===== config.mk =====
export PLATFORM = sky130hd
export DESIGN_NAME = vga_display_timing_gen_flat
export DESIGN_NICKNAME = d
export VERILOG_FILES = /design/src/rtl/vga_display_timing_gen_if.sv /design/src/rtl/vga_display_timing_gen.sv /design/src/flat_wrapper.sv
export SDC_FILE = /design/constraint.sdc
export NUM_CORES = 1
export LEC_CHECK = 0
export BUFFER_PORTS_ARGS = -buffer_cell sky130_fd_sc_hd__buf_4
export CORE_MARGIN = 5
export CORE_UTILIZATION = 25
export CTS_CLUSTER_SIZE = 30
export DETAILED_ROUTE_END_ITERATION = 10
export SYNTH_ARGS = -nofsm -noshare
export SYNTH_HDL_FRONTEND = slang
export SYNTH_SLANG_ARGS = --single-unit

===== constraint.sdc =====
create_clock -name clk -period 1.9 [get_ports clk]
set_input_delay 0.19 -clock clk [delete_from_list [all_inputs] [get_ports clk]]
set_output_delay 0.19 -clock clk [all_outputs]
set_load 0.05 [all_outputs]

===== src/rtl/vga_display_timing_gen_if.sv =====
// Raster timing bundle from the display timing generator
// to the scaler and colorizer.
interface vga_display_timing_gen_if;
    logic        horiz_sync;
    logic        vert_sync;
    logic        video_on;
    logic        frame_start;
    logic [11:0] pixel_row;
    logic [11:0] pixel_column;

    modport master (
        output horiz_sync, vert_sync, video_on,
        output frame_start, pixel_row, pixel_column
    );

    modport slave (
        input horiz_sync, vert_sync, video_on,
        input frame_start, pixel_row, pixel_column
    );
endinterface


===== src/rtl/vga_display_timing_gen.sv =====
// Free-running 1024x768@60 raster counter with registered,
// mutually aligned sync, blanking and coordinate outputs.
module vga_display_timing_gen #(
    parameter int   H_VISIBLE     = 1024,
    parameter int   H_FRONT       = 24,
    parameter int   H_SYNC        = 136,
    parameter int   H_BACK        = 160,
    parameter int   V_VISIBLE     = 768,
    parameter int   V_FRONT       = 3,
    parameter int   V_SYNC        = 6,
    parameter int   V_BACK        = 29,
    parameter logic H_SYNC_ACTIVE = 1'b0,
    parameter logic V_SYNC_ACTIVE = 1'b0
) (
    input  logic                     clk,
    input  logic                     reset,
    vga_display_timing_gen_if.master vga_o
);

    localparam logic [11:0] H_VIS   = 12'(H_VISIBLE);
    localparam logic [11:0] H_SY_LO = 12'(H_VISIBLE + H_FRONT);
    localparam logic [11:0] H_SY_HI = 12'(H_VISIBLE + H_FRONT + H_SYNC);
    localparam logic [11:0] H_LAST  =
        12'(H_VISIBLE + H_FRONT + H_SYNC + H_BACK - 1);
    localparam logic [11:0] V_VIS   = 12'(V_VISIBLE);
    localparam logic [11:0] V_SY_LO = 12'(V_VISIBLE + V_FRONT);
    localparam logic [11:0] V_SY_HI = 12'(V_VISIBLE + V_FRONT + V_SYNC);
    localparam logic [11:0] V_LAST  =
        12'(V_VISIBLE + V_FRONT + V_SYNC + V_BACK - 1);

    logic [11:0] h_cnt_q, h_cnt_d;
    logic [11:0] v_cnt_q, v_cnt_d;
    logic [11:0] row_q, col_q;
    logic        hsync_q, hsync_d;
    logic        vsync_q, vsync_d;
    logic        video_q, video_d;
    logic        frame_q, frame_d;

    // Row advances only on the line wrap, so the corner wraps both at once.
    always_comb begin
        h_cnt_d = h_cnt_q + 12'd1;
        v_cnt_d = v_cnt_q;
        if (h_cnt_q == H_LAST) begin
            h_cnt_d = '0;
            v_cnt_d = (v_cnt_q == V_LAST) ? '0 : v_cnt_q + 12'd1;
        end
    end

    always_comb begin
        video_d = (h_cnt_q < H_VIS) && (v_cnt_q < V_VIS);
        hsync_d = ((h_cnt_q >= H_SY_LO) && (h_cnt_q < H_SY_HI))
                ? H_SYNC_ACTIVE : ~H_SYNC_ACTIVE;
        vsync_d = ((v_cnt_q >= V_SY_LO) && (v_cnt_q < V_SY_HI))
                ? V_SYNC_ACTIVE : ~V_SYNC_ACTIVE;
        frame_d = (h_cnt_q == '0) && (v_cnt_q == '0);
    end

    always_ff @(posedge clk or posedge reset) begin
        if (reset) begin
            h_cnt_q <= '0;
            v_cnt_q <= '0;
            row_q   <= '0;
            col_q   <= '0;
            video_q <= 1'b0;
            frame_q <= 1'b0;
            hsync_q <= ~H_SYNC_ACTIVE;
            vsync_q <= ~V_SYNC_ACTIVE;
        end else begin
            h_cnt_q <= h_cnt_d;
            v_cnt_q <= v_cnt_d;
            row_q   <= v_cnt_q;
            col_q   <= h_cnt_q;
            video_q <= video_d;
            frame_q <= frame_d;
            hsync_q <= hsync_d;
            vsync_q <= vsync_d;
        end
    end

    assign vga_o.horiz_sync   = hsync_q;
    assign vga_o.vert_sync    = vsync_q;
    assign vga_o.video_on     = video_q;
    assign vga_o.frame_start  = frame_q;
    assign vga_o.pixel_row    = row_q;
    assign vga_o.pixel_column = col_q;

endmodule


===== src/flat_wrapper.sv =====
// flat-port wrapper written by rule: the top's interface ports become plain ports
module vga_display_timing_gen_flat 
#(
    parameter int   H_VISIBLE     = 1024,
    parameter int   H_FRONT       = 24,
    parameter int   H_SYNC        = 136,
    parameter int   H_BACK        = 160,
    parameter int   V_VISIBLE     = 768,
    parameter int   V_FRONT       = 3,
    parameter int   V_SYNC        = 6,
    parameter int   V_BACK        = 29,
    parameter logic H_SYNC_ACTIVE = 1'b0,
    parameter logic V_SYNC_ACTIVE = 1'b0
)
  (clk, reset, vga_o_horiz_sync, vga_o_vert_sync, vga_o_video_on, vga_o_frame_start, vga_o_pixel_row, vga_o_pixel_column);
  vga_display_timing_gen_if vga_o_i ();
  input  logic clk;
  input  logic reset;
  output wire logic [$bits(vga_o_i.horiz_sync)-1:0] vga_o_horiz_sync;
  output wire logic [$bits(vga_o_i.vert_sync)-1:0] vga_o_vert_sync;
  output wire logic [$bits(vga_o_i.video_on)-1:0] vga_o_video_on;
  output wire logic [$bits(vga_o_i.frame_start)-1:0] vga_o_frame_start;
  output wire logic [$bits(vga_o_i.pixel_row)-1:0] vga_o_pixel_row;
  output wire logic [$bits(vga_o_i.pixel_column)-1:0] vga_o_pixel_column;
  assign vga_o_horiz_sync = vga_o_i.horiz_sync;
  assign vga_o_vert_sync = vga_o_i.vert_sync;
  assign vga_o_video_on = vga_o_i.video_on;
  assign vga_o_frame_start = vga_o_i.frame_start;
  assign vga_o_pixel_row = vga_o_i.pixel_row;
  assign vga_o_pixel_column = vga_o_i.pixel_column;
  vga_display_timing_gen #(.H_VISIBLE(H_VISIBLE), .H_FRONT(H_FRONT), .H_SYNC(H_SYNC), .H_BACK(H_BACK), .V_VISIBLE(V_VISIBLE), .V_FRONT(V_FRONT), .V_SYNC(V_SYNC), .V_BACK(V_BACK), .H_SYNC_ACTIVE(H_SYNC_ACTIVE), .V_SYNC_ACTIVE(V_SYNC_ACTIVE)) u_core (.clk(clk), .reset(reset), .vga_o(vga_o_i));
endmodule

Yosys cells after proc, flatten, opt, wreduce, memory -nomap -nowiden
Index checks and enable logic that the tools add are counted.

Output and inout bits: 28. Input bits: 2. Memory bits (read-only): 0. RAM bits: 0. Memories: 0. Bits in latches: 0. Register bits after elaboration: 52.

Muxes and demuxes: 4. Shifts and indexed selects: 0. Div/mod/pow operators: 0. Order comparisons: 6. Reductions and logical operators: 6. Bitwise operators: 0. $add $sub $neg: 2. Equality and inequality tests: 2. $mul: 0.

Operators by type and width (number): $add A12 B1 Y12 const B (2); $logic_not A12 Y1 (2); $lt A12 B10 Y1 const B (2); $lt A12 B11 Y1 const B (2); $mux W12 (2); $eq A12 B10 Y1 const B (1); $eq A12 B11 Y1 const B (1); $ge A12 B10 Y1 const B (1); $ge A12 B11 Y1 const B (1); $logic_and A1 B1 Y1 (4); $mux W1 (2).

Logic depth before layout (Yosys ltp)
Gate-level depths: netlist (run 1).

Depth in word-level cells: 3. Depth in mapped cells: 6.

Worst setup path after synthesis (run 1)
No wires, ideal clock.

Kind: flip-flop to flip-flop. Start point: reg u_core.h_cnt_q[6]. End point: reg u_core.v_cnt_q[4]. Data required time: 1.774 ns. Path slack: 0.294 ns. Data arrival time: 1.480 ns. Buffers on the path: 2. Period minus slack after synthesis: 1.606 ns. Stages on the path, launching flop included: 7. Cells stage by stage: dfrtp_1 > buf_6 > nor4b_4 > and4_1 > buf_4 > nand4_1 > xnor2_1.

Cells in the longest elaborated chain, start to end: 1.

Ends and longest elaborated chain: from (decl) (line vga_display_timing_gen.sv:31) `logic [11:0] h_cnt_q, h_cnt_d;`; from (signal assigned) (line vga_display_timing_gen.sv:69) `h_cnt_q <= h_cnt_d;`; $eq A12 B11 Y1 (line vga_display_timing_gen.sv:43) `if (h_cnt_q == H_LAST) begin`; to (signal assigned) (line vga_display_timing_gen.sv:70) `v_cnt_q <= v_cnt_d;`; to (decl) (line vga_display_timing_gen.sv:32) `logic [11:0] v_cnt_q, v_cnt_d;`.

No other way between the ends. A chain may end at the register's enable or synchronous reset.

Worst setup path in the final report (run 1)
Start point: reg u_core.h_cnt_q[0]. End point: reg u_core.v_cnt_q[9].

The elaborated chain is that of the path after synthesis.

==> impl_metrics.prom, run 1 <==
# TYPE chip_impl_metric gauge
chip_impl_metric{name="final-max-slew-violation-count",unit=""} 0
chip_impl_metric{name="timing_worst_slew_pin_value",unit="ns"} 0.632
chip_impl_metric{name="required",unit="ns"} 2.13
chip_impl_metric{name="total_number_of_nets_in_the_final_design",unit=""} 225
chip_impl_metric{name="number_of_ports_placed_on_the_die_boundary",unit=""} 30
chip_impl_metric{name="grt_pass1_vias",unit=""} 1309
chip_impl_metric{name="detail_route.wirelength",unit="mm"} 4.31
chip_impl_metric{name="timing.final.ws_setup",unit="ns"} 0.105
chip_impl_metric{name="gr-total-overflow",unit=""} 0
chip_impl_metric{name="htreeDepth",unit=""} 2
chip_impl_metric{name="fin_crit_sh",unit="%"} 94.5
chip_impl_info{name="type_of_destination_of_the_critical_path",value="flip-flop"} 1
chip_impl_metric{name="period_needed",unit="ns"} 1.80
chip_impl_metric{name="remaining_drc_errors",unit=""} 0
chip_impl_info{name="dominant_combinational_cell_family_by_area_after_synthesis",value="simple AND/OR/NAND/NOR gates"} 1
chip_impl_info{name="crit_path_start_kind",value="flip-flop"} 1
chip_impl_metric{name="vdd.ir_drop.worst",unit="V"} 0.000257
chip_impl_metric{name="cts_buffer_count",unit=""} 5
chip_impl_metric{name="number_of_inserted_diodes",unit=""} 0
chip_impl_metric{name="synthesized_area_per_cell",unit="um^2"} 12.1
chip_impl_info{name="synth.most_common_cell",value="sky130_fd_sc_hd__dfrtp_1"} 1
chip_impl_metric{name="netlist-cell-type-count",unit=""} 42
chip_impl_metric{name="post-cts-setup-buffer-count",unit=""} 0
chip_impl_metric{name="cts.path.max_buffers",unit=""} 2
chip_impl_metric{name="core_area",unit="um^2"} 8260
chip_impl_metric{name="fp.dieArea",unit="um^2"} 10500
chip_impl_info{name="cts_root_buffer",value="sky130_fd_sc_hd__clkbuf_8"} 1
chip_impl_metric{name="post_drt_via_cell_ratio",unit=""} 4.42
chip_impl_metric{name="power_per_cell_area",unit="nW/um^2"} 706
chip_impl_metric{name="synth.area.mux_share",unit="%"} 0.936
chip_impl_metric{name="arrival",unit="ns"} 2.02
chip_impl_metric{name="fmax",unit="MHz"} 557
chip_impl_metric{name="leakage_dissipation",unit="uW"} 0.00124
chip_impl_metric{name="preCtsSetupSlack",unit="ns"} 0.0703
chip_impl_metric{name="netlist_instances",unit=""} 177
chip_impl_metric{name="ant_nets",unit=""} 0
chip_impl_metric{name="postLayoutCellArea",unit="um^2"} 2640
chip_impl_metric{name="port-buffer-count",unit=""} 29
chip_impl_metric{name="whs",unit="ns"} 0.0479
chip_impl_metric{name="clk-insertion-delay-late",unit="ns"} 0.30
chip_impl_metric{name="critPathBufInv",unit=""} 0
chip_impl_metric{name="yosys_warnings",unit=""} 0
chip_impl_metric{name="first_pass_iters",unit=""} 4
chip_impl_metric{name="clkTransAtPathRegs",unit="ns"} 0.09
chip_impl_metric{name="synth-simple-area-share",unit="%"} 20.1
chip_impl_info{name="cts_tree",value="built"} 1
chip_impl_metric{name="start_util",unit="%"} 25.9
chip_impl_metric{name="synth_sequential_area_ratio",unit="%"} 61.0
chip_impl_metric{name="worst-path-max-fanout",unit=""} 8
chip_impl_metric{name="slew-limit-headroom",unit="%"} 57.9
chip_impl_metric{name="drive_above_1_share",unit="%"} 28.4
chip_impl_info{name="ys_top_cells_by_area",value="sky130_fd_sc_hd__dfrtp_1 59%, sky130_fd_sc_hd__ha_1 3.5%, sky130_fd_sc_hd__nand3_1 3.5%, sky130_fd_sc_hd__o21ai_0 3.0%, sky130_fd_sc_hd__dfstp_2 2.5%"} 1
chip_impl_info{name="worst_path_dominant_cell_family",value="simple AND/OR/NAND/NOR gates"} 1
chip_impl_metric{name="via_count",unit=""} 1428
chip_impl_metric{name="die_height",unit="um"} 102
chip_impl_metric{name="synth_adder_area_share",unit="%"} 3.51
chip_impl_metric{name="place_congestion",unit=""} 0.799
chip_impl_metric{name="initialDrtViolationCount",unit=""} 90
chip_impl_info{name="critical_path_class",value="flip-flop to flip-flop"} 1
chip_impl_metric{name="synth_top_area_share",unit="%"} 58.5
chip_impl_metric{name="post_synthesis_sequential_element_count",unit=""} 52
chip_impl_metric{name="hold_viol",unit=""} 0
chip_impl_info{name="critical-path-slowest-cell",value="sky130_fd_sc_hd__dfrtp_1"} 1
chip_impl_metric{name="cts.sink_count",unit=""} 52
chip_impl_metric{name="std_cell_rows",unit=""} 33
chip_impl_info{name="ys_dominant_reg_cell",value="sky130_fd_sc_hd__dfrtp_1"} 1
chip_impl_info{name="cell_taking_the_most_area_after_synthesis",value="sky130_fd_sc_hd__dfrtp_1"} 1
chip_impl_metric{name="area.growth.synth_to_final",unit="%"} 23.3
chip_impl_info{name="status",value="complete, no violations"} 1
chip_impl_info{name="post_synth_most_frequent_cells",value="50 x sky130_fd_sc_hd__dfrtp_1, 15 x sky130_fd_sc_hd__nand3_1, 13 x sky130_fd_sc_hd__o21ai_0, 10 x sky130_fd_sc_hd__nand2_1, 9 x sky130_fd_sc_hd__inv_1"} 1
chip_impl_metric{name="max_cap_viol_count",unit=""} 0
chip_impl_metric{name="postSynthNetCount",unit=""} 185
chip_impl_metric{name="routedWlPerCell",unit="um"} 13.3
chip_impl_metric{name="placedInstanceArea",unit="um^2"} 2510
chip_impl_metric{name="synth-xor-area-share",unit="%"} 4.10
chip_impl_metric{name="die_width",unit="um"} 102
chip_impl_metric{name="async_reset_ff_share",unit="%"} 100
chip_impl_info{name="critical_path.cell_chain",value="ha_1, and4_2, nand4_4, nor4_2, mux2i_1"} 1
chip_impl_metric{name="grt_antenna_before_repair",unit=""} 0
chip_impl_info{name="grt_setup_unrepaired",value="no"} 1
chip_impl_metric{name="first_pass_grt_wire_length",unit="mm"} 6.69
chip_impl_metric{name="synth_compound_area_share",unit="%"} 6.55
chip_impl_metric{name="dpl.hpwl",unit="mm"} 2.93
chip_impl_metric{name="groute.usage.overall",unit="%"} 8.24
chip_impl_metric{name="finalClockSkew",unit="ns"} 0.0125
chip_impl_info{name="holdCritPathClass",value="primary input to async pin"} 1
chip_impl_metric{name="setup-tns-final",unit="ns"} 0
chip_impl_metric{name="synth_area",unit="um^2"} 2140
chip_impl_metric{name="grt_max_degree",unit=""} 53
chip_impl_metric{name="report.final.setup_viol",unit=""} 0
chip_impl_metric{name="edff_count_synth",unit=""} 0
chip_impl_metric{name="crit_path_max_cell_delay",unit="ns"} 0.42
## where the power goes
group | switching (uW) | internal (uW)
clock network | 341 | 391
registers | 0 | 1110
logic | 20.5 | 2.85
total | 362 | 1500
## final timing paths
check	from	end	slack [ns]	cells past startpoint
max	u_core.h_cnt_q[0]	u_core.v_cnt_q[9]	0.10	5
min	reset	u_core.vga_o.pixel_column[6]	0.05	3
max reg2reg	u_core.h_cnt_q[0]	u_core.v_cnt_q[9]	0.10	5
min reg2reg	u_core.v_cnt_q[11]	u_core.vga_o.pixel_row[11]	0.45	0
max in group asynchronous	reset	u_core.vga_o.video_on	1.41	3
min in group clk	u_core.v_cnt_q[11]	u_core.vga_o.pixel_row[11]	0.45	0
## worst reg2reg max path, delay by kind of cell, from the launching register on
| kind | cells | cell delay, ns |
|---|---|---|
| DFF | 1 | 0.42 |
| muxes | 1 | 0.22 |
| adders and majority gates | 1 | 0.22 |
| and+or+nand+nor | 3 | 0.86 |
## area by class of cell
type                            instances  area (um^2)
Fill cell                             840         5620
Clock buffer                            6         72.6
Timing Repair Buffer                   39          293
Tap cell                              105          131
Sequential cell                        52         1300
Multi-Input combinational cell        110          767
Inverter                                9         33.8
Clock inverter                          2         35.0
## kinds of logic after synthesis
| logic type | after synthesis |
|---|---|
| AOI/OAI and AO/OA | 25 |
| DFF | 52 |
| xor gates and xnor gates | 10 |
| muxes | 2 |
| buffers and inverters | 16 |
| and+or+nand+nor | 66 |
| adders and majority gates | 6 |
## sequential cells by signal, summed over array words and instances, names as in the netlist
signal                     count
u_core.vga_o.video_on          1
u_core.vga_o.pixel_row        12
u_core.h_cnt_q                12
u_core.vga_o.frame_start       1
u_core.vga_o.vert_sync         1
u_core.vga_o.pixel_column     12
u_core.vga_o.horiz_sync        1
u_core.v_cnt_q                12
## cell usage in the layout, fill, tap and decap left out, drive strengths merged, types with 6 or more instances in the layout
cell type | netlist | routed
nand3 | 15 | 15
inv | 9 | 9
nand4 | 7 | 8
clkbuf | 2 | 6
o21ai | 14 | 14
dfrtp | 50 | 50
nor3 | 6 | 6
nor2 | 7 | 7
nand2 | 10 | 10
buf | 5 | 39
ha | 6 | 6
## stage by stage
stage                     util, %  instances  power, uW
after floorplan                 -        177       1140
after global placement       30.4        314       1150
after detailed placement     30.4        314       1150
after CTS                    31.7        322       1890
after global routing         31.9        323       1950
final                        31.9        323       1860
## routing by layer
layer  wire (um)  GRT usage, %
met4          40          2.12
met2        1960          12.0
met3         292          3.55
met1        2010          11.2
met5           0             0
## timing repair
item | 4_1_cts | 5_1_grt
hold buffers | 0 | 0
gates resized for setup | 0 | 2
hold endpoints to repair | 0 | 0
setup endpoints to repair | 0 | 3
(Power assumes the default switching activity.)
==> run 2: changes to the inputs <==
Settings changed: PLACE_DENSITY set to 0.48.
==> impl_metrics.prom, run 2 (synthesis results as in run 1) <==
# TYPE chip_impl_metric gauge
chip_impl_info{name="grt_busiest_layer",value="met1"} 1
chip_impl_info{name="crit_path_start_kind",value="flip-flop"} 1
chip_impl_metric{name="hold_viol",unit=""} 0
chip_impl_metric{name="number_of_inserted_diodes",unit=""} 0
chip_impl_metric{name="via_count",unit=""} 1488
chip_impl_metric{name="post_drt_via_cell_ratio",unit=""} 4.50
chip_impl_info{name="type_of_destination_of_the_critical_path",value="flip-flop"} 1
chip_impl_metric{name="critPathBufInv",unit=""} 1
chip_impl_metric{name="multi_input_area",unit="um^2"} 767
chip_impl_metric{name="r2r.worst_path.cells",unit=""} 5
chip_impl_metric{name="regToRegSetupSlack",unit="ns"} 0.08
chip_impl_info{name="commonest_non_fill_non_tap_cells_in_the_layout",value="50 x sky130_fd_sc_hd__dfrtp_1, 45 x sky130_fd_sc_hd__buf_4, 15 x sky130_fd_sc_hd__nand3_1, 13 x sky130_fd_sc_hd__o21ai_0, 10 x sky130_fd_sc_hd__nand2_1"} 1
chip_impl_metric{name="htreeDepth",unit=""} 2
chip_impl_metric{name="setup-tns-final",unit="ns"} 0
chip_impl_metric{name="layoutNonFillerInstCount",unit=""} 331
chip_impl_info{name="cts_tree",value="built"} 1
chip_impl_metric{name="die_height",unit="um"} 102
chip_impl_info{name="holdCritPathClass",value="flip-flop to flip-flop"} 1
chip_impl_metric{name="placedInstanceArea",unit="um^2"} 2560
chip_impl_info{name="hold_start",value="u_core.h_cnt_q[1]"} 1
chip_impl_metric{name="postLayoutCellArea",unit="um^2"} 2690
chip_impl_metric{name="first_pass_grt_wire_length",unit="mm"} 7.35
chip_impl_metric{name="timing.final.ws_setup",unit="ns"} 0.0821
chip_impl_metric{name="p_int",unit="uW"} 1410
chip_impl_metric{name="area.growth.synth_to_final",unit="%"} 26.0
chip_impl_metric{name="number_of_ports_placed_on_the_die_boundary",unit=""} 30
chip_impl_metric{name="fp.dieArea",unit="um^2"} 10500
chip_impl_metric{name="report.final.setup_viol",unit=""} 0
chip_impl_info{name="critical-path-slowest-cell",value="sky130_fd_sc_hd__nor4b_4"} 1
chip_impl_metric{name="remaining_drc_errors",unit=""} 0
chip_impl_metric{name="grt_util_met1",unit="%"} 13.3
chip_impl_metric{name="fraction_of_power_consumed_by_sequential_logic",unit="%"} 62.4
chip_impl_metric{name="total_number_of_nets_in_the_final_design",unit=""} 233
chip_impl_metric{name="first_pass_iters",unit=""} 4
chip_impl_metric{name="count_of_cell_instances_traversed_by_the_critical_path",unit=""} 5
chip_impl_metric{name="clk-insertion-delay-late",unit="ns"} 0.30
chip_impl_metric{name="cts_buffer_count",unit=""} 5
chip_impl_metric{name="grt_antenna_before_repair",unit=""} 0
chip_impl_metric{name="power_per_cell_area",unit="nW/um^2"} 657
chip_impl_metric{name="cts.sink_count",unit=""} 52
chip_impl_metric{name="detail_route.wirelength",unit="mm"} 4.52
chip_impl_metric{name="placed_cells_incl_taps",unit=""} 319
chip_impl_metric{name="fin_crit_sh",unit="%"} 95.7
chip_impl_metric{name="power_frac_clock",unit="%"} 35.9
chip_impl_metric{name="grt_pass1_vias",unit=""} 1410
chip_impl_metric{name="final-max-slew-violation-count",unit=""} 0
chip_impl_metric{name="worst-path-max-fanout",unit=""} 6
chip_impl_metric{name="routedWlPerCell",unit="um"} 13.6
chip_impl_info{name="grt_setup_unrepaired",value="no"} 1
chip_impl_metric{name="combPwrFrac",unit="%"} 1.6
chip_impl_metric{name="clkTransAtPathRegs",unit="ns"} 0.09
chip_impl_info{name="regToRegStartpoint",value="u_core.h_cnt_q[9]"} 1
chip_impl_metric{name="place_congestion",unit=""} 0.793
chip_impl_metric{name="groute.usage.overall",unit="%"} 8.99
chip_impl_metric{name="core_area",unit="um^2"} 8260
chip_impl_metric{name="grt.met3_usage",unit="%"} 1.91
chip_impl_metric{name="power.share.switching",unit="%"} 20.3
chip_impl_metric{name="grt_max_degree",unit=""} 53
chip_impl_metric{name="required",unit="ns"} 2.12
chip_impl_metric{name="arrival",unit="ns"} 2.04
chip_impl_metric{name="gr-total-overflow",unit=""} 0
chip_impl_metric{name="fmax",unit="MHz"} 550
chip_impl_info{name="worst_path_dominant_cell_family",value="simple AND/OR/NAND/NOR gates"} 1
chip_impl_metric{name="power.switching",unit="uW"} 360
chip_impl_metric{name="cts.path.max_buffers",unit=""} 2
chip_impl_metric{name="drive_above_1_share",unit="%"} 29.6
chip_impl_metric{name="preCtsSetupSlack",unit="ns"} 0.0673
chip_impl_info{name="worst_r2r_endpoint",value="u_core.v_cnt_q[7]"} 1
chip_impl_info{name="cts_root_buffer",value="sky130_fd_sc_hd__clkbuf_8"} 1
chip_impl_metric{name="vdd.ir_drop.worst",unit="V"} 0.000268
chip_impl_metric{name="fillerInstances",unit=""} 865
chip_impl_info{name="min_to",value="u_core.vga_o.pixel_column[1]"} 1
chip_impl_metric{name="max_cap_viol_count",unit=""} 0
chip_impl_metric{name="crit_path_max_cell_delay",unit="ns"} 0.48
chip_impl_metric{name="ant_nets",unit=""} 0
chip_impl_info{name="status",value="complete, no violations"} 1
chip_impl_metric{name="die_width",unit="um"} 102
chip_impl_metric{name="sequential_cell_area",unit="um^2"} 1300
chip_impl_metric{name="slew-limit-headroom",unit="%"} 64.4
chip_impl_metric{name="groute.layer.met2.usage",unit="%"} 12.7
chip_impl_info{name="most_common_cell_after_layout_fill_and_taps_aside",value="sky130_fd_sc_hd__dfrtp_1"} 1
chip_impl_metric{name="initialDrtViolationCount",unit=""} 83
chip_impl_metric{name="leakage_dissipation",unit="uW"} 0.00127
chip_impl_metric{name="finalClockSkew",unit="ns"} 0.0102
chip_impl_metric{name="port-buffer-count",unit=""} 29
chip_impl_info{name="critical_path.cell_chain",value="nor4b_4, nand4_4, buf_4, nor3_1, xor2_1"} 1
chip_impl_metric{name="std_cell_rows",unit=""} 33
chip_impl_metric{name="dpl.hpwl",unit="mm"} 3.07
chip_impl_metric{name="worstHoldPathCells",unit=""} 0
chip_impl_metric{name="start_util",unit="%"} 25.9
chip_impl_info{name="critical_path_class",value="flip-flop to flip-flop"} 1
chip_impl_metric{name="period_needed",unit="ns"} 1.82
chip_impl_metric{name="timing_worst_slew_pin_value",unit="ns"} 0.529
[run 2: cell types whose count changed in the layout (fill, tap and decap cells not counted)]
| cell | before | now |
|---|---|---|
| sky130_fd_sc_hd__buf_4 | 39 | 45 |
| sky130_fd_sc_hd__and4_2 | 3 | 1 |
| sky130_fd_sc_hd__and4_1 | 1 | 2 |
| sky130_fd_sc_hd__and4_4 | 0 | 1 |
| sky130_fd_sc_hd__buf_12 | 0 | 1 |
| sky130_fd_sc_hd__bufinv_16 | 1 | 0 |
| sky130_fd_sc_hd__clkbuf_1 | 1 | 2 |
| sky130_fd_sc_hd__clkbuf_8 | 5 | 6 |
| sky130_fd_sc_hd__clkinv_2 | 1 | 0 |
| sky130_fd_sc_hd__dlygate4sd3_1 | 0 | 1 |
[run 2: power by group through the flow]
stage          sequential [uW]  combinational (uW)  clock [uW]
2_1_floorplan             1130                16.1           0
3_3_place_gp              1130                29.5           0
3_5_place_dp              1130                29.8           0
4_1_cts                   1110                31.4         661
5_1_grt                   1110                34.7         705
6_report                  1110                29.0         636
[run 2: worst max path at each step]
stage	startpoint	slack, ns	to
floorplan	u_core.h_cnt_q[6]	0.29	u_core.v_cnt_q[4]
global route	u_core.h_cnt_q[9]	0.007	u_core.v_cnt_q[7]
detailed placement	u_core.h_cnt_q[0]	0.07	u_core.v_cnt_q[9]
CTS	u_core.h_cnt_q[0]	0.04	u_core.v_cnt_q[9]
global placement	u_core.h_cnt_q[0]	0.11	u_core.v_cnt_q[3]
finish	u_core.h_cnt_q[9]	0.08	u_core.v_cnt_q[7]
[run 2: area by class of cell]
class	instances	share of cell area (%)
sequential	52	48.4
multi-input combinational	110	28.5
timing repair buffer	47	13.7
tap	105	4.88
clock buffer	8	3.34
inverter	9	1.25
[run 2: layer usage]
| layer | routed length, um | part of all wire (%) |
|---|---|---|
| met4 | 62 | 1.4 |
| met5 | 0 | 0 |
| met3 | 222 | 4.9 |
| met1 | 2250 | 50 |
| met2 | 1980 | 44 |
[run 2: timing repair]
| item | in CTS | in global routing |
|---|---|---|
| hold buffers | 1 | 0 |
| setup endpoints to repair | 0 | 4 |
| hold endpoints to repair | 50 | 0 |
| buffers inserted | 0 | 2 |
| resized for setup | 0 | 2 |
[run 2: stage by stage]
stage,total power [uW],hold slack (ns),utilization (%)
3_3_place_gp,1160,0.266,31.0
6_report,1770,0.451,32.6
5_1_grt,1850,0.473,32.6
4_1_cts,1800,0.458,32.3
3_5_place_dp,1160,0.268,31.0
2_1_floorplan,1140,0.349,-
[run 2: worst reg2reg max path, delay by kind of cell (launching register included)]
kind / cells / cell delay (ns)
buf+inv: 1 / 0.22
simple gates: 3 / 0.91
xor+xnor: 1 / 0.16
flops: 1 / 0.46
==> run 3: changes to the inputs <==
Settings changed: ABC_AREA set to 1.
==> impl_metrics.prom, run 3 <==
# TYPE chip_impl_metric gauge
chip_impl_info{name="post_synth_most_frequent_cells",value="52 x sky130_fd_sc_hd__nand2_1, 50 x sky130_fd_sc_hd__dfrtp_1, 33 x sky130_fd_sc_hd__inv_1, 28 x sky130_fd_sc_hd__nor2_1, 21 x sky130_fd_sc_hd__nand3_1"} 1
chip_impl_metric{name="report.final.setup_viol",unit=""} 0
chip_impl_metric{name="synth_top_area_share",unit="%"} 56.0
chip_impl_metric{name="post_synthesis_sequential_element_count",unit=""} 52
chip_impl_metric{name="async_reset_ff_share",unit="%"} 100
chip_impl_info{name="cell_taking_the_most_area_after_synthesis",value="sky130_fd_sc_hd__dfrtp_1"} 1
chip_impl_metric{name="die_height",unit="um"} 105
chip_impl_metric{name="fin_crit_sh",unit="%"} 85.8
chip_impl_metric{name="number_of_inserted_diodes",unit=""} 0
chip_impl_info{name="ys_top_cells_by_area",value="sky130_fd_sc_hd__dfrtp_1 56%, sky130_fd_sc_hd__nand2_1 8.7%, sky130_fd_sc_hd__inv_1 5.5%, sky130_fd_sc_hd__nand3_1 4.7%, sky130_fd_sc_hd__nor2_1 4.7%"} 1
chip_impl_metric{name="synth_area",unit="um^2"} 2230
chip_impl_metric{name="area.growth.synth_to_final",unit="%"} 20.6
chip_impl_metric{name="place_congestion",unit=""} 0.829
chip_impl_metric{name="cts_hold_repair.buffers",unit=""} 1
chip_impl_metric{name="detail_route.wirelength",unit="mm"} 4.50
chip_impl_info{name="status",value="complete, no violations"} 1
chip_impl_metric{name="regToRegSetupSlack",unit="ns"} 0.27
chip_impl_metric{name="clkTransAtPathRegs",unit="ns"} 0.09
chip_impl_metric{name="max_cap_viol_count",unit=""} 0
chip_impl_metric{name="post-cts-setup-buffer-count",unit=""} 0
chip_impl_info{name="holdCritPathClass",value="flip-flop to flip-flop"} 1
chip_impl_metric{name="grt_max_degree",unit=""} 26
chip_impl_metric{name="cts.path.max_buffers",unit=""} 2
chip_impl_metric{name="routedWlPerCell",unit="um"} 11.7
chip_impl_metric{name="required",unit="ns"} 2.09
chip_impl_metric{name="std_cell_rows",unit=""} 34
chip_impl_metric{name="multi_input_area",unit="um^2"} 774
chip_impl_metric{name="cts.sink_count",unit=""} 52
chip_impl_metric{name="cts_buffer_count",unit=""} 5
chip_impl_metric{name="timing.final.ws_setup",unit="ns"} 0.270
chip_impl_metric{name="hold_viol",unit=""} 0
chip_impl_info{name="crit_path_start_kind",value="flip-flop"} 1
chip_impl_metric{name="drive_above_1_share",unit="%"} 17.7
chip_impl_metric{name="die_width",unit="um"} 105
chip_impl_metric{name="arrival",unit="ns"} 1.82
chip_impl_metric{name="first_pass_grt_wire_length",unit="mm"} 7.80
chip_impl_info{name="ys_dominant_reg_cell",value="sky130_fd_sc_hd__dfrtp_1"} 1
chip_impl_metric{name="grt_antenna_before_repair",unit=""} 0
chip_impl_metric{name="via_count",unit=""} 1625
chip_impl_metric{name="postLayoutCellArea",unit="um^2"} 2690
chip_impl_metric{name="vdd.ir_drop.worst",unit="V"} 0.000242
chip_impl_metric{name="first_pass_iters",unit=""} 4
chip_impl_metric{name="fillerInstances",unit=""} 895
chip_impl_metric{name="placedInstanceArea",unit="um^2"} 2590
chip_impl_metric{name="dpl.hpwl",unit="mm"} 3.38
chip_impl_metric{name="period_needed",unit="ns"} 1.63
chip_impl_info{name="grt_setup_unrepaired",value="no"} 1
chip_impl_metric{name="total_number_of_nets_in_the_final_design",unit=""} 284
chip_impl_metric{name="worst-path-max-fanout",unit=""} 25
chip_impl_info{name="commonest_non_fill_non_tap_cells_in_the_layout",value="52 x sky130_fd_sc_hd__nand2_1, 50 x sky130_fd_sc_hd__dfrtp_1, 33 x sky130_fd_sc_hd__buf_4, 32 x sky130_fd_sc_hd__inv_1, 28 x sky130_fd_sc_hd__nor2_1"} 1
chip_impl_metric{name="post_cts_resized",unit=""} 0
chip_impl_metric{name="final-max-slew-violation-count",unit=""} 0
chip_impl_metric{name="ant_nets",unit=""} 0
chip_impl_metric{name="synthesized_area_per_cell",unit="um^2"} 9.38
chip_impl_metric{name="start_util",unit="%"} 25.6
chip_impl_metric{name="power.total",unit="uW"} 1780
chip_impl_metric{name="grt_pass1_vias",unit=""} 1672
chip_impl_metric{name="netlist-cell-type-count",unit=""} 26
chip_impl_metric{name="initialDrtViolationCount",unit=""} 42
chip_impl_metric{name="yosys_warnings",unit=""} 0
chip_impl_metric{name="slew-limit-headroom",unit="%"} 72.5
chip_impl_metric{name="setup-tns-final",unit="ns"} 0
chip_impl_metric{name="layoutNonFillerInstCount",unit=""} 385
chip_impl_metric{name="htreeDepth",unit=""} 2
chip_impl_metric{name="finalClockSkew",unit="ns"} 0.00762
chip_impl_metric{name="power_per_cell_area",unit="nW/um^2"} 662
chip_impl_metric{name="synth_sequential_area_ratio",unit="%"} 58.4
chip_impl_info{name="type_of_destination_of_the_critical_path",value="flip-flop"} 1
chip_impl_metric{name="post_drt_via_cell_ratio",unit=""} 4.22
chip_impl_metric{name="remaining_drc_errors",unit=""} 0
chip_impl_info{name="cts_tree",value="built"} 1
chip_impl_metric{name="port-buffer-count",unit=""} 29
chip_impl_metric{name="netlist_instances",unit=""} 238
chip_impl_info{name="synth.most_common_cell",value="sky130_fd_sc_hd__nand2_1"} 1
chip_impl_metric{name="fp.dieArea",unit="um^2"} 10900
chip_impl_metric{name="edff_count_synth",unit=""} 0
chip_impl_metric{name="postSynthNetCount",unit=""} 246
chip_impl_info{name="critical_path_class",value="flip-flop to flip-flop"} 1
chip_impl_metric{name="gr-total-overflow",unit=""} 0
chip_impl_metric{name="timing_worst_slew_pin_value",unit="ns"} 0.413
chip_impl_metric{name="number_of_ports_placed_on_the_die_boundary",unit=""} 30
chip_impl_metric{name="sequential_cell_area",unit="um^2"} 1300
chip_impl_metric{name="leakage_dissipation",unit="uW"} 0.00140
chip_impl_info{name="cts_root_buffer",value="sky130_fd_sc_hd__clkbuf_8"} 1
chip_impl_metric{name="fmax",unit="MHz"} 613
chip_impl_metric{name="groute.usage.overall",unit="%"} 8.61
chip_impl_metric{name="placed_cells_incl_taps",unit=""} 376
chip_impl_info{name="most_common_cell_after_layout_fill_and_taps_aside",value="sky130_fd_sc_hd__nand2_1"} 1
chip_impl_metric{name="core_area",unit="um^2"} 8720
chip_impl_metric{name="clk-insertion-delay-late",unit="ns"} 0.30
chip_impl_metric{name="preCtsSetupSlack",unit="ns"} 0.261
run 3: path summary, 6_finish.rpt:
kind / startpoint / end / cells past startpoint
setup / recovery: u_core.h_cnt_q[0] / u_core.v_cnt_q[4] / 8
hold / removal: u_core.h_cnt_q[8] / u_core.vga_o.pixel_column[8] / 0
setup reg to reg: u_core.h_cnt_q[0] / u_core.v_cnt_q[4] / 8
hold reg to reg: u_core.h_cnt_q[8] / u_core.vga_o.pixel_column[8] / 0
max in group asynchronous: reset / u_core.vga_o.horiz_sync / 4
min in group asynchronous: reset / u_core.h_cnt_q[5] / 3
run 3: worst max-delay path: stages, from the launching register on:
cell                       delay [ns]
sky130_fd_sc_hd__dfrtp_1         0.44
sky130_fd_sc_hd__ha_1            0.22
sky130_fd_sc_hd__nand2_2         0.08
sky130_fd_sc_hd__nor2_4          0.13
sky130_fd_sc_hd__nand3b_4        0.11
sky130_fd_sc_hd__nor2_8          0.28
sky130_fd_sc_hd__inv_2           0.12
sky130_fd_sc_hd__nand2_1         0.07
sky130_fd_sc_hd__o21ai_1         0.06
run 3: final cells by class:
| type | count | area share (%) |
|---|---|---|
| clock buffer | 7 | 3.21 |
| clock inverter | 1 | 0.279 |
| inverter | 34 | 4.74 |
| multi-input combinational | 149 | 28.8 |
| sequential | 52 | 48.4 |
| tap | 108 | 5.02 |
| timing repair buffer | 34 | 9.57 |
run 3: stage by stage:
stage | util [%] | hold slack (ns)
after global placement | 29.7 | 0.221
final | 30.9 | 0.431
after floorplan | - | 0.349
after global routing | 30.9 | 0.444
after detailed placement | 29.7 | 0.221
after CTS | 30.9 | 0.435
run 3: where the power goes:
group	internal (uW)	leakage, uW	switching, uW
registers	1110	0.000690	0
clock network	297	0.0000445	352
logic	5.54	0.000662	21.5
total	1410	0.00140	373
run 3: kinds of logic (layout without fill, tap and decap cells):
kind of cell,after synthesis,count (layout),share of synthesized area (%)
AND/OR/NAND/NOR,122,122,25.2
flip-flops,52,52,58.4
buffers and inverters,37,76,6.95
AO/OA/AOI/OAI,14,14,3.42
XOR/XNOR,7,7,2.75
adder cells (fa/ha/maj),6,6,3.36
run 3: routing by layer:
| layer | up-vias | wire length [um] | global-route usage, % |
|---|---|---|---|
| met1 | 771 | 1980 | 10.3 |
| li1 | 825 | - | - |
| met4 | 0 | 38 | 2.22 |
| met2 | 24 | 2300 | 15.2 |
| met3 | 5 | 180 | 2.23 |
| met5 | - | 0 | 0 |
